File: src/rtl/io_port_responder.sv
// io_port_responder: port-bus responder for LEDs, 7-seg, timer, PEND/MASK and INTR; IO_BUTTON_DEBOUNCE_EN adds button debounce.
// Latency: writes visible next cycle, IN_PORT combinational, board inputs 2 cycles, INTR one cycle after the event.
// Backpressure: none; every IO_STRB write is accepted in its own cycle.
module io_port_responder #(
   parameter int PRESCALE        = 50000,
   parameter int INTR_PULSE      = 2,
   parameter int DEBOUNCE_CYCLES = 500000
) (
   input  logic       CLK,
   input  logic       RESET,
   input  logic [7:0] PORT_ID,
   input  logic [7:0] OUT_PORT,
   input  logic       IO_STRB,
   output logic [7:0] IN_PORT,
   input  logic [7:0] SWITCHES,
   input  logic [3:0] BUTTONS,
   output logic [7:0] LEDS,
   output logic [7:0] SSEG_VAL,
   output logic       INTR
);

   localparam logic [7:0] P_SWITCHES = 8'h20;
   localparam logic [7:0] P_BUTTONS  = 8'h24;
   localparam logic [7:0] P_LEDS     = 8'h40;
   localparam logic [7:0] P_SSEG     = 8'h81;
   localparam logic [7:0] P_CTRL     = 8'hB0;
   localparam logic [7:0] P_LOAD     = 8'hB1;
   localparam logic [7:0] P_CNT      = 8'hB2;
   localparam logic [7:0] P_PEND     = 8'hB3;
   localparam logic [7:0] P_MASK     = 8'hB4;

   localparam int PS_W = (PRESCALE > 1) ? $clog2(PRESCALE) : 1;
   localparam int PC_W = $clog2(INTR_PULSE);
   localparam logic [PS_W-1:0] PS_LAST = PS_W'(PRESCALE - 1);
   localparam logic [PC_W-1:0] PC_LAST = PC_W'(INTR_PULSE - 1);

   typedef enum logic {S_IDLE, S_PULSE} state_t;

   logic [7:0]      sw_meta, sw_sync;
   logic [3:0]      btn_meta, btn_sync, btn_lvl, btn_prev;
   logic [7:0]      leds_q, sseg_q, load_q, cnt_q;
   logic            en_q, auto_q;
   logic [PS_W-1:0] ps_q;
   logic [1:0]      pend_q, mask_q;
   state_t          state_q, state_d;
   logic [PC_W-1:0] pulse_cnt_q, pulse_cnt_d;

   logic            wr_leds, wr_sseg, wr_ctrl, wr_load, wr_pend, wr_mask;
   logic            tick, expire, start;
   logic [1:0]      pend_set, pend_clr, pend_new;
   logic            unmask_hit, trigger;

   assign wr_leds = IO_STRB && (PORT_ID == P_LEDS);
   assign wr_sseg = IO_STRB && (PORT_ID == P_SSEG);
   assign wr_ctrl = IO_STRB && (PORT_ID == P_CTRL);
   assign wr_load = IO_STRB && (PORT_ID == P_LOAD);
   assign wr_pend = IO_STRB && (PORT_ID == P_PEND);
   assign wr_mask = IO_STRB && (PORT_ID == P_MASK);

   // Two-flop synchronisers; btn_prev follows whichever level feeds edge detection
   always_ff @(posedge CLK) begin
      if (RESET) begin
         sw_meta  <= '0;
         sw_sync  <= '0;
         btn_meta <= '0;
         btn_sync <= '0;
         btn_prev <= '0;
      end else begin
         sw_meta  <= SWITCHES;
         sw_sync  <= sw_meta;
         btn_meta <= BUTTONS;
         btn_sync <= btn_meta;
         btn_prev <= btn_lvl;
      end
   end

`ifdef IO_BUTTON_DEBOUNCE_EN
   localparam int DB_W = $clog2(DEBOUNCE_CYCLES + 1);
   localparam logic [DB_W-1:0] DB_LAST = DB_W'(DEBOUNCE_CYCLES - 1);

   logic [3:0]      btn_deb;
   logic [DB_W-1:0] db_cnt [4];

   // A counter runs only while the synced bit disagrees with the debounced level
   always_ff @(posedge CLK) begin
      if (RESET) begin
         btn_deb <= '0;
         for (int i = 0; i < 4; i++) db_cnt[i] <= '0;
      end else begin
         for (int i = 0; i < 4; i++) begin
            if (btn_sync[i] != btn_deb[i]) begin
               if (db_cnt[i] == DB_LAST) begin
                  btn_deb[i] <= btn_sync[i];
                  db_cnt[i]  <= '0;
               end else begin
                  db_cnt[i] <= db_cnt[i] + 1'b1;
               end
            end else begin
               db_cnt[i] <= '0;
            end
         end
      end
   end

   assign btn_lvl = btn_deb;
`else
   assign btn_lvl = btn_sync;
`endif

   always_ff @(posedge CLK) begin
      if (RESET) begin
         leds_q <= '0;
         sseg_q <= '0;
         load_q <= '0;
      end else begin
         if (wr_leds) leds_q <= OUT_PORT;
         if (wr_sseg) sseg_q <= OUT_PORT;
         if (wr_load) load_q <= OUT_PORT;
      end
   end

   assign tick   = en_q && (ps_q == PS_LAST);
   assign expire = tick && (cnt_q == 8'd0);
   assign start  = wr_ctrl && OUT_PORT[0] && !en_q;

   // A CTRL write owns EN/AUTO that cycle; otherwise a one-shot expiry drops EN
   always_ff @(posedge CLK) begin
      if (RESET) begin
         en_q   <= 1'b0;
         auto_q <= 1'b0;
         cnt_q  <= '0;
         ps_q   <= '0;
      end else begin
         if (wr_ctrl) begin
            en_q   <= OUT_PORT[0];
            auto_q <= OUT_PORT[1];
         end else if (expire && !auto_q) begin
            en_q <= 1'b0;
         end

         if (start) begin
            cnt_q <= load_q;
            ps_q  <= '0;
         end else if (en_q) begin
            ps_q <= tick ? '0 : ps_q + 1'b1;
            if (tick) begin
               if (cnt_q != 8'd0) cnt_q <= cnt_q - 1'b1;
               else if (auto_q)   cnt_q <= load_q;
            end
         end
      end
   end

   assign pend_set   = {|(btn_lvl & ~btn_prev), expire};
   assign pend_clr   = wr_pend ? OUT_PORT[1:0] : 2'b00;
   assign pend_new   = pend_set & ~pend_q;
   assign unmask_hit = wr_mask && |(OUT_PORT[1:0] & ~mask_q & pend_q);
   assign trigger    = |(pend_new & mask_q) || unmask_hit;

   // Set is ORed in after the clear so a same-cycle event wins over W1C
   always_ff @(posedge CLK) begin
      if (RESET) begin
         pend_q <= '0;
         mask_q <= '0;
      end else begin
         pend_q <= (pend_q & ~pend_clr) | pend_set;
         if (wr_mask) mask_q <= OUT_PORT[1:0];
      end
   end

   always_ff @(posedge CLK) begin
      if (RESET) begin
         state_q     <= S_IDLE;
         pulse_cnt_q <= '0;
      end else begin
         state_q     <= state_d;
         pulse_cnt_q <= pulse_cnt_d;
      end
   end

   // Triggers are only looked at in IDLE, so events during a pulse never stretch it
   always_comb begin
      state_d     = state_q;
      pulse_cnt_d = pulse_cnt_q;
      case (state_q)
         S_IDLE: begin
            if (trigger) begin
               state_d     = S_PULSE;
               pulse_cnt_d = '0;
            end
         end
         S_PULSE: begin
            if (pulse_cnt_q == PC_LAST) state_d = S_IDLE;
            else                        pulse_cnt_d = pulse_cnt_q + 1'b1;
         end
         default: state_d = S_IDLE;
      endcase
   end

   always_comb begin
      IN_PORT = 8'h00;
      case (PORT_ID)
         P_SWITCHES: IN_PORT = sw_sync;
         P_BUTTONS:  IN_PORT = {4'b0000, btn_lvl};
         P_LEDS:     IN_PORT = leds_q;
         P_SSEG:     IN_PORT = sseg_q;
         P_CTRL:     IN_PORT = {6'b000000, auto_q, en_q};
         P_LOAD:     IN_PORT = load_q;
         P_CNT:      IN_PORT = cnt_q;
         P_PEND:     IN_PORT = {6'b000000, pend_q};
         P_MASK:     IN_PORT = {6'b000000, mask_q};
         default:    IN_PORT = 8'h00;
      endcase
   end

   assign LEDS     = leds_q;
   assign SSEG_VAL = sseg_q;
   assign INTR     = (state_q == S_PULSE);

endmodule

File: config.mk
export PLATFORM = sky130hd
export DESIGN_NAME = io_port_responder
export DESIGN_NICKNAME = d
export VERILOG_FILES = /design/src/rtl/io_port_responder.sv
export SDC_FILE = /design/constraint.sdc
export NUM_CORES = 1
export LEC_CHECK = 0
export ABC_AREA = 1
export BUFFER_PORTS_ARGS = -buffer_cell sky130_fd_sc_hd__buf_2
export CAP_MARGIN = 10
export CORE_MARGIN = 2
export CORE_UTILIZATION = 42
export DETAILED_ROUTE_END_ITERATION = 6
export PLACE_DENSITY_LB_ADDON = 0.05
export REMOVE_ABC_BUFFERS = 1
export SYNTH_ARGS = -nofsm -noshare
export SYNTH_HDL_FRONTEND = slang
export SYNTH_SLANG_ARGS = --single-unit
File: constraint.sdc
create_clock -name CLK -period 3.6 [get_ports CLK]
set_clock_uncertainty 0.15 [all_clocks]
set_input_delay 0.54 -clock CLK [delete_from_list [all_inputs] [get_ports CLK]]
set_output_delay 0.54 -clock CLK [all_outputs]
set_load 0.005 [all_outputs]
==> flow_metrics.env <==
export IMPL_outcome="completed"
export IMPL_start_util=0.432
export IMPL_reg2reg_to="cnt_q[7]"
export IMPL_r2r_start="cnt_q[0]"
export IMPL_drc=0
export IMPL_tns_ns=0
export IMPL_synthTopCellsByArea="dfxtp_1 (42%), inv_1 (9.3%), nand2_1 (8.4%)"
export IMPL_dpl_cell_area_sq_um=4330
export IMPL_cp_start_kind="primary input"
export IMPL_cts_max_path_buffers=2
export IMPL_synth_top_area_cell="dfxtp_1"
export IMPL_routed_wirelength_microns=9550
export IMPL_fin_area_sq_um=4560
export IMPL_ys_ff_latch=84
export IMPL_grt_use_met3=0.0380
export IMPL_clock_latency_ns=0.36
export IMPL_min_from="SWITCHES[7]"
export IMPL_synth_ff_type="dfxtp_1"
export IMPL_globalRouteTotalUtil=0.199
export IMPL_synth_most_common_cell="inv_1"
export IMPL_core_area_sq_um=9200
export IMPL_final_layout_size_suffix_gt1_frac=0.166
export IMPL_drv_slew=0
export IMPL_finalCritPeriodShare=0.693
export IMPL_grt_pass1_wl_microns=16100
export IMPL_cap_viol_max_count=0
export IMPL_hold_slack_ns=0.228
export IMPL_yosysUniqueCellTypes=38
export IMPL_cts_tree="built"
export IMPL_met2_usage=0.298
export IMPL_cp_arrival_ns=1.80
export IMPL_critPathKind="primary input to output pin"
export IMPL_grt_max_degree=36
export IMPL_cts_hold_buffers=0
export IMPL_dieWidth_microns=101
export IMPL_synth_edf_count=0
export IMPL_synth_seq_area_share=0.423
export IMPL_p_leak_nw=2.07
export IMPL_r2r_slack_ns=1.51
export IMPL_vias=3605
export IMPL_finalHoldViolCount=0
export IMPL_clock_sink_count=84
export IMPL_cts_htree_levels=3
export IMPL_dieHeight_microns=101
export IMPL_rsz0062_at_grt="no"
export IMPL_cts_root_buf="clkbuf_8"
export IMPL_yosysTopAreaCellShare=0.423
export IMPL_syn_inst=566
export IMPL_cp_max_fo=6
export IMPL_ir_worst_vdd_v=0.000203
export IMPL_routed_via_density=4.89
export IMPL_hpwl_microns=7110
export IMPL_antenna_found_initial=0
export IMPL_hold_class="primary input to register"
export IMPL_overflow=0
export IMPL_die_area_sq_um=10300
export IMPL_fin_nets=655
export IMPL_post_cts_setup_buffer_count=0
export IMPL_numCtsBuffers=9
export IMPL_drt_first_iter_violations=145
export IMPL_worst_r2r_path_depth=10
export IMPL_grt_pass1_vias=3373
export IMPL_post_drt_wl_per_cell_microns=13.0
export IMPL_min_to="sw_meta[7]"
export IMPL_top_usage_layer="met2"
export IMPL_n_fill_cell=961
export IMPL_synth_commonest_cells="inv_1 (98), nand2_1 (89), nor2_1 (88), dfxtp_1 (84)"
export IMPL_cts_clk_slew_worst_paths_ns=0.09
export IMPL_required_ns=2.91
export IMPL_ys_warn_count=0
export IMPL_synthesis_area_sq_um=3980
export IMPL_max_freq_mhz=401
export IMPL_gp_congestion=0.849
export IMPL_drtPass1Iterations=4
export IMPL_ios=56
export IMPL_avgSynthCellArea_sq_um=7.02
export IMPL_port_buffers=55
export IMPL_num_rows=35
export IMPL_whs_path_depth=3
export IMPL_areaGrowthSynthToFinish_pct=14.7
export IMPL_fin_crit_ns=2.49
export IMPL_endpoint_kind="output pin"
export IMPL_setup_viol=0
export IMPL_maxSlewHeadroom=0.673
export IMPL_grtUsageMet1=0.284
export IMPL_n_antenna_cell=0
export IMPL_postRouteAntennaNets=0
export IMPL_worstMarginPinSlew_ns=0.486
export IMPL_powerDensity_nw_per_um2=396
export IMPL_cts_repair_resize_count=0
export IMPL_synthArstFlopShare=0
## worst max-delay path, stage by stage
cell and delay [ns]:
buf_2 0.08, inv_1 0.07, nor4_1 0.44, nand2_1 0.20
inv_1 0.19, nand2_1 0.07, nand4_1 0.08, buf_2 0.12
## metal layers
metal,vias up,share of wire
li1,1904,-
met1,1610,0.50
met2,76,0.44
met3,15,0.043
met4,0,0.018
met5,-,0
## power by group
group / total, mW / internal [mW] / switching [mW] / leakage, nW
Clock: 0.773 / 0.413 / 0.361 / 0.106
Sequential: 0.949 / 0.944 / 0.00527 / 0.682
Combinational: 0.0828 / 0.0291 / 0.0537 / 1.29
## cells by family after synthesis
logic type	after synthesis	synth area share
flip-flops	84	0.423
AO/OA/AOI/OAI	102	0.141
XOR/XNOR	7	0.0154
buffers and inverters	118	0.118
adder cells (fa/ha/maj)	3	0.00944
AND/OR/NAND/NOR	252	0.293
## cells in the final DEF (no fill, tap or decap), types with 2 or more instances in the layout
| master | instances |
|---|---|
| buf_4 | 3 |
| ha_1 | 3 |
| nand4_1 | 7 |
| inv_1 | 98 |
| nand3_1 | 34 |
| o21ai_1 | 8 |
| nor3b_1 | 2 |
| o22ai_1 | 11 |
| nand2_1 | 89 |
| nor2_4 | 4 |
| dfxtp_1 | 84 |
| clkinvlp_4 | 2 |
| nor3_1 | 9 |
| clkbuf_8 | 10 |
| inv_2 | 6 |
| buf_2 | 55 |
| o21ai_0 | 35 |
| a21oi_1 | 35 |
| nor2_2 | 2 |
| nor2_1 | 88 |
| a211oi_1 | 2 |
| nand2_2 | 6 |
| a31oi_1 | 3 |
| xor2_1 | 6 |
| a21oi_2 | 3 |
| nand4_4 | 2 |
| o31ai_1 | 2 |
| nand3_2 | 4 |
| bufinv_16 | 2 |
## stage by stage
step,std cells,setup slack [ns],util,total power [mW]
floorplan,552,1.54,-,1.01
global placement,721,1.12,0.471,1.05
detailed placement,721,1.11,0.471,1.05
CTS,737,1.10,0.496,1.82
global route,737,0.863,0.496,1.88
finish,737,1.11,0.496,1.81
## area by class of cell
| cell class | instances | area, sq um | share of cell area |
|---|---|---|---|
| Clock buffer | 11 | 141 | 0.0310 |
| Clock inverter | 5 | 83.8 | 0.0184 |
| Inverter | 104 | 390 | 0.0856 |
| Multi-Input combinational cell | 364 | 1820 | 0.400 |
| Sequential cell | 84 | 1680 | 0.369 |
| Tap cell | 111 | 139 | 0.0305 |
| Timing Repair Buffer | 58 | 298 | 0.0653 |
## worst max path at each step
stage                     from          to  slack (ns)  depth (start not counted)
finish              PORT_ID[5]  IN_PORT[3]        1.11                          8
global route        PORT_ID[5]  IN_PORT[3]        0.86                          8
CTS                 PORT_ID[5]  IN_PORT[3]        1.10                          8
detailed placement  PORT_ID[5]  IN_PORT[3]        1.11                          8
global placement    PORT_ID[5]  IN_PORT[3]        1.12                          8
floorplan           PORT_ID[5]  IN_PORT[2]        1.54                          6
## state kept, by name (all words and copies together) (netlist names)
register	count
btn_meta	4
INTR	1
btn_lvl	4
load_q	8
SSEG_VAL	8
pulse_cnt_q	1
sw_meta	8
btn_prev	4
mask_q	2
cnt_q	8
LEDS	8
pend_q	2
auto_q	1
sw_sync	8
en_q	1
ps_q	16
Power figures use the tool's default switching activity.
